--- src/rtl/taylor_controller.sv ---
// Sequencer for a Taylor-series sin/cos datapath: walks the terms, drives register
// strobes and operand selects, and stops early once the datapath reports a negligible term.
module taylor_controller #(
  parameter int N_TERMS = 4,
  parameter int CNT_W   = (N_TERMS > 2) ? $clog2(N_TERMS) : 1
) (
  input  logic             clk,
  input  logic             rst,
  input  logic             start,
  input  logic             mode,
  input  logic             can_continue,
  output logic             ready,
  output logic             done,
  output logic             init_ps,
  output logic             init_pp,
  output logic             ld_x,
  output logic             ld_x2,
  output logic             ld_pp,
  output logic             ld_ps,
  output logic             ld_y,
  output logic             pp_sel_x,
  output logic             sel_x2,
  output logic             sel_rom,
  output logic             sub,
  output logic [CNT_W-1:0] term_idx,
  output logic [CNT_W:0]   rom_addr
);

  typedef enum logic [2:0] {
    IDLE,
    INIT,
    SQ,
    ACC,
    CHECK,
    MUL_X2,
    MUL_ROM,
    WRITE
  } state_t;

  localparam logic [CNT_W-1:0] LAST_IDX = CNT_W'(N_TERMS - 1);

  state_t           state_q, state_d;
  logic [CNT_W-1:0] term_idx_q, term_idx_d;
  logic             mode_q, mode_d;

  always_ff @(posedge clk) begin
    if (rst) begin
      state_q    <= IDLE;
      term_idx_q <= '0;
      mode_q     <= 1'b0;
    end else begin
      state_q    <= state_d;
      term_idx_q <= term_idx_d;
      mode_q     <= mode_d;
    end
  end

  always_comb begin
    state_d    = state_q;
    term_idx_d = term_idx_q;
    mode_d     = mode_q;
    ready      = 1'b0;
    done       = 1'b0;
    init_ps    = 1'b0;
    init_pp    = 1'b0;
    ld_x       = 1'b0;
    ld_x2      = 1'b0;
    ld_pp      = 1'b0;
    ld_ps      = 1'b0;
    ld_y       = 1'b0;
    pp_sel_x   = 1'b0;
    sel_x2     = 1'b0;
    sel_rom    = 1'b0;
    sub        = 1'b0;
    rom_addr   = '0;
    case (state_q)
      IDLE: begin
        ready = 1'b1;
        if (start) begin
          state_d    = INIT;
          mode_d     = mode;
          term_idx_d = '0;
        end
      end
      INIT: begin
        init_ps  = 1'b1;
        init_pp  = 1'b1;
        ld_x     = 1'b1;
        pp_sel_x = mode_q;
        state_d  = SQ;
      end
      SQ: begin
        ld_x2   = 1'b1;
        state_d = ACC;
      end
      ACC: begin
        // Series signs alternate, so odd-indexed terms are subtracted.
        ld_ps    = 1'b1;
        sub      = term_idx_q[0];
        rom_addr = {mode_q, term_idx_q};
        state_d  = CHECK;
      end
      CHECK: begin
        if ((term_idx_q == LAST_IDX) || !can_continue) state_d = WRITE;
        else                                            state_d = MUL_X2;
      end
      MUL_X2: begin
        sel_x2 = 1'b1;
        ld_pp  = 1'b1;
        if (term_idx_q != LAST_IDX) term_idx_d = term_idx_q + CNT_W'(1);
        state_d = MUL_ROM;
      end
      MUL_ROM: begin
        sel_rom  = 1'b1;
        ld_pp    = 1'b1;
        rom_addr = {mode_q, term_idx_q};
        state_d  = ACC;
      end
      WRITE: begin
        ld_y    = 1'b1;
        done    = 1'b1;
        state_d = IDLE;
      end
      default: state_d = IDLE;
    endcase
  end

  assign term_idx = term_idx_q;

endmodule

--- config.mk ---
export PLATFORM = sky130hd
export DESIGN_NAME = taylor_controller
export DESIGN_NICKNAME = d
export VERILOG_FILES = /design/src/rtl/taylor_controller.sv
export SDC_FILE = /design/constraint.sdc
export NUM_CORES = 1
export LEC_CHECK = 0
export CAP_MARGIN = 20
export CORE_AREA = 2 2 39 41
export CTS_CLUSTER_SIZE = 12
export DETAILED_ROUTE_END_ITERATION = 10
export DIE_AREA = 0 0 41 43
export PLACE_DENSITY = 0.66
export SETUP_SLACK_MARGIN = 0.2
export SLEW_MARGIN = 20
export SYNTH_ARGS = -nofsm -noshare
export SYNTH_HDL_FRONTEND = slang
export SYNTH_SLANG_ARGS = --single-unit
--- constraint.sdc ---
create_clock -name clk -period 1.4 [get_ports clk]
set_input_delay 0.28 -clock clk [delete_from_list [all_inputs] [get_ports clk]]
set_output_delay 0.28 -clock clk [all_outputs]
set_load 0.01 [all_outputs]
==> results of run 1 <==
==> report_power, final <==
group	internal, mW	switching (mW)	total (mW)
combinational	0.107	0.0733	0.181
sequential	0.181	0.0210	0.202
clock	0.0974	0.0679	0.165
==> state kept, by name (all words and copies together), names as in the netlist <==
register and flops:
mode_q 1, term_idx 2, state_q 3
==> cell usage after synthesis (all sizes together) <==
cell type	count
buf	6
dfxtp	6
nor3	6
and3	4
a211oi	2
and2	2
mux2i	2
nor2	2
nor3b	2
and3b	1
and4bb	1
ha	1
inv	1
nand2	1
nand2b	1
nor2b	1
nor4b	1
o21ba	1
or2	1
xnor2	1
xor2	1
==> worst reg2reg max path: stages, from the launching register on <==
cell,delay (ns)
dfxtp_4,0.37
buf_4,0.14
buf_6,0.12
buf_6,0.12
nor4b_4,0.30
mux2i_1,0.22
nor2_1,0.05
==> per-layer routing <==
layer  part of all wire  global-route usage
met5                  0                   0
met4             0.0036               0.100
met3              0.049              0.0314
met2               0.55               0.231
met1               0.40               0.171
==> area by class of cell <==
type	count	share of cell area
Multi-Input combinational cell	31	0.382
Timing Repair Buffer	40	0.393
Tap cell	16	0.0252
Sequential cell	6	0.167
Clock buffer	3	0.0284
Inverter	1	0.00473
==> repair_timing <==
item	CTS	global route
resized for setup	79	12
setup endpoints to repair	20	21
endpoints found under the hold margin	0	0
pin swaps	9	7
buffers inserted	5	3
hold buffers	0	0
==> per-stage QoR <==
stage	setup TNS, ns	util	hold WS [ns]
after floorplan	0	-	0.349
after global placement	-2.28	0.500	0.500
after detailed placement	-2.41	0.500	0.513
after CTS	-0.140	0.534	0.525
after global routing	-1.13	0.573	0.538
final	-0.280	0.573	0.530
==> worst paths after layout <==
path,from,endpoint,slack [ns],depth (start not counted)
worst max-delay path,state_q[2],ld_pp,-0.09,4
worst min-delay path,mode_q,mode_q,0.53,2
worst min register to register,mode_q,mode_q,0.53,2
worst max register to register,state_q[2],mode_q,-0.04,6
==> cells by family after synthesis <==
family	count (synthesis)	share of synthesized area
simple gates	23	0.402
fa+ha+maj	1	0.0310
compound gates	3	0.0619
xor+xnor	2	0.0434
mux	2	0.0495
buf+inv	7	0.115
flops	6	0.297
==> impl_metrics.tcl, run 1 <==
set metrics [dict create \
    outcome "finished with violations" \
    violations "negative setup slack" \
    fin_cells 97 \
    hold_violations 0 \
    grt_overflow 0 \
    io_pins 23 \
    cts_sinks 6 \
    diodes 0 \
    synth_area_leaders "dfxtp_1, buf_4, nor3_1" \
    synthDominantCellAreaShare 0.297 \
    fin_nets 89 \
    pre_cts_slack_ns -0.242 \
    start_kind "flip-flop" \
    core_sq_mm 0.00138 \
    htreeDepth 1 \
    die-height_um 43 \
    cts_tree "yes" \
    cp_max_fo 6 \
    crit_required_ns 1.12 \
    ir_drop_v 0.000335 \
    initial_core_util 0.292 \
    gp_congestion 0.710 \
    path_cells "nor2b_4 > and2_4 > or2_1 > buf_2" \
    cp_slowest_cell "dfxtp_4" \
    io_buffer_count 22 \
    layout-drive-gt1-share 0.704 \
    grt_first_pass_wirelength_mm 1.75 \
    cp_num_buf_inv 1 \
    remaining_drc_errors 0 \
    drt_pre_antenna_iters 4 \
    ant_nets 0 \
    worstPathArrival_ns 1.21 \
    antenna_found_initial 0 \
    synthCells 44 \
    area_delta_synth_final_pct 96.3 \
    numCtsBuffers 3 \
    rows 14 \
    crit_family "simple AND/OR/NAND/NOR gates" \
    mostFrequentLayoutCells "buf_4, buf_2, buf_6" \
    multi_input_area_sq_um 303 \
    final.fill_count 136 \
    synth-seq-cells 6 \
    clk_pin_slew_ns 0.05 \
    synth_top_area_cell "dfxtp_1" \
    worstHoldPathType "reg -> reg" \
    yosysWarnings 0 \
    syn_area_sq_um 404 \
    final_area_sq_um 793 \
    totalPowerFinal_mw 0.548 \
    final-seq-area_sq_um 133 \
    leakage_nw 0.404 \
    wl_per_cell_um 11.5 \
    ys_seq_area_frac 0.297 \
    slowest_delay_ns 0.37 \
    worst_slew_pin_slew_ns 0.289 \
    finalCritPeriodShare 1.07 \
    max_clock_freq_mhz 670 \
    dp.cells 86 \
    fin_ws_ns -0.0915 \
    slew_headroom 0.807 \
    wl_mm 1.11 \
    maxSlewViolCount 0 \
    dr_total_vias 457 \
    cap_viol_max_count 0 \
    grtUsageTotal 0.149 \
    synth_cell_types 23 \
    clock_path_buffers 2 \
    dp_hpwl_um 731 \
    grt_setup_unrepaired "true" \
    via_per_inst 4.71 \
    root_buffer "clkbuf_4" \
    synth_nets 50 \
    powerDensity_mw_per_mm2 691 \
    die_x_um 41 \
    setup_viol_count_final 7 \
    endpoint_kind "output pin" \
    grt_max_degree 8 \
    postSynthAreaPerCell_sq_um 9.18 \
    fin_skew_ns 0.000216 \
    fp.dieArea_sq_mm 0.00176 \
    grt_pass1_vias 413 \
    crit_type "reg -> out" \
    finalCriticalPeriod_ns 1.49 \
    place_area_sq_um 692 \
    drtIter0Drc 1 \
    insertion_delay_ns 0.24 \
    layout_commonest_cell "buf_4" \
]
Power figures use the tool's default switching activity.
==> inputs of run 2 (changes only) <==
--- a/config.mk
+++ b/config.mk
@@ -5,6 +5,7 @@
 export SDC_FILE = /design/constraint.sdc
 export NUM_CORES = 1
 export LEC_CHECK = 0
+export ABC_CLOCK_PERIOD_IN_PS = 1400
 export CAP_MARGIN = 20
 export CORE_AREA = 2 2 39 41
 export CTS_CLUSTER_SIZE = 12
==> results of run 2 <==
Same layout as run 1: the final DEF is identical, and so are final timing and power.
==> inputs of run 3 (changes only) <==
--- a/config.mk
+++ b/config.mk
@@ -11,7 +11,7 @@
 export CTS_CLUSTER_SIZE = 12
 export DETAILED_ROUTE_END_ITERATION = 10
 export DIE_AREA = 0 0 41 43
-export PLACE_DENSITY = 0.66
+export DONT_BUFFER_PORTS = 1
 export SETUP_SLACK_MARGIN = 0.2
 export SLEW_MARGIN = 20
 export SYNTH_ARGS = -nofsm -noshare
==> run 3 against run 2 <==
Compared with the run above: the flow still finishes with violations (negative setup slack); setup slack improved by 0.076 ns; sequential power about the same; die area unchanged; non-clock buffer count decreased by 24; combinational power decreased by 24%; sequential cell count unchanged; worst hold slack got worse by 0.44 ns; maximum frequency increased by 5.4%; clock-buffer cell count unchanged.
==> impl_metrics.tcl, run 3 (synthesis results as in run 1) <==
set metrics [dict create \
    clock_path_buffers 2 \
    postLayoutCoreUtil 0.441 \
    final.fill_count 131 \
    fp.dieArea_sq_mm 0.00176 \
    grtUsageMet1 0.135 \
    dr_total_vias 376 \
    antenna_found_initial 0 \
    tns_ns -0.0153 \
    core_sq_mm 0.00138 \
    top_usage_layer "met2" \
    crit_required_ns 1.12 \
    drtIter0Drc 2 \
    use_met2 0.222 \
    outcome "finished with violations" \
    insertion_delay_ns 0.25 \
    die-height_um 43 \
    remaining_drc_errors 0 \
    hold_buffers 0 \
    leakage_nw 0.287 \
    initial_core_util 0.292 \
    grt_setup_unrepaired "true" \
    grt_first_pass_wirelength_mm 1.56 \
    io_buffer_count 0 \
    crit_type "reg -> out" \
    cts_tree "yes" \
    die_x_um 41 \
    dp_hpwl_um 654 \
    ir_drop_v 0.000425 \
    largest_register_ffs 3 \
    wl_mm 1.09 \
    wl_per_cell_um 14.9 \
    setup_viol_count_final 1 \
    finalCriticalPeriod_ns 1.42 \
    slew_headroom 0.784 \
    place_area_sq_um 427 \
    final-seq-area_sq_um 133 \
    totalPowerFinal_mw 0.508 \
    grtUsageTotal 0.142 \
    finalCritPeriodShare 1.01 \
    area_delta_synth_final_pct 51.1 \
    cap_viol_max_count 0 \
    numCtsBuffers 3 \
    fin_ws_ns -0.0153 \
    ant_nets 0 \
    maxSlewViolCount 0 \
    grt_overflow 0 \
    io_pins 23 \
    hold_violations 0 \
    violations "negative setup slack" \
    final_area_sq_um 611 \
    grt_max_degree 11 \
    layout-drive-gt1-share 0.632 \
    endpoint_kind "output pin" \
    regMostFlops "state_q" \
    cts_sinks 6 \
    start_kind "flip-flop" \
    drt_pre_antenna_iters 3 \
    cp_max_fo 7 \
    gp_congestion 0.679 \
    clk_pin_slew_ns 0.05 \
    root_buffer "clkbuf_4" \
    worst_slew_pin_slew_ns 0.323 \
    rows 14 \
    gr-usage-met3 0.0681 \
    multi_input_area_sq_um 290 \
    fin_skew_ns 0.00639 \
    fin_nets 65 \
    htreeDepth 1 \
    layout_commonest_cell "buf_4" \
    powerDensity_mw_per_mm2 831 \
    diodes 0 \
    via_per_inst 5.15 \
    mostFrequentLayoutCells "buf_4, buf_6, nor3_1" \
    worstPathArrival_ns 1.14 \
    grt_pass1_vias 372 \
    worstHoldPathType "in -> reg" \
    max_clock_freq_mhz 707 \
]
-- run 3: area by class of cell --
class | instances | area share
Sequential cell | 6 | 0.217
Tap cell | 16 | 0.0328
Clock buffer | 3 | 0.0369
Multi-Input combinational cell | 31 | 0.475
Timing Repair Buffer | 16 | 0.227
Inverter | 1 | 0.0102
-- run 3: final timing paths --
| kind | cells after the start | start | slack [ns] | endpoint |
|---|---|---|---|---|
| worst max-delay path | 3 | state_q[2] | -0.02 | ld_pp |
| worst min-delay path | 1 | rst | 0.09 | state_q[0] |
| worst max register to register | 5 | state_q[0] | 0.09 | mode_q |
| worst min register to register | 2 | mode_q | 0.52 | mode_q |
-- run 3: what timing repair did --
| item | 4_1_cts | 5_1_grt |
|---|---|---|
| pin swaps | 10 | 3 |
| gates cloned | 0 | 0 |
| endpoints found under the setup margin | 17 | 19 |
| buffers inserted | 12 | 0 |
| resized for setup | 19 | 4 |
-- run 3: through the flow --
| stage | std cells | worst slack, ns | hold WS [ns] |
|---|---|---|---|
| floorplan | 44 | 0.176 | 0.349 |
| global placement | 58 | 0.133 | 0.351 |
| detailed placement | 58 | 0.119 | 0.353 |
| CTS | 73 | -0.00922 | 0.0875 |
| global route | 73 | -0.0578 | 0.0754 |
| finish | 73 | -0.0153 | 0.0915 |
-- run 3: per-layer routing --
metal | routed length (um) | vias up
met5 | 0 | -
met4 | 11 | 0
met3 | 73 | 2
met2 | 600 | 14
met1 | 404 | 181
li1 | - | 179
-- run 3: report_power, final --
part | leakage [nW] | switching (mW) | internal (mW)
sequential | 0.0515 | 0.0221 | 0.181
clock | 0.0138 | 0.0699 | 0.0975
combinational | 0.222 | 0.0600 | 0.0770
-- run 3: critical path, cell delays in order, from the launching register on --
cell,delay (ns)
dfxtp_4,0.37
nor2b_4,0.13
and2_4,0.13
or2_4,0.25
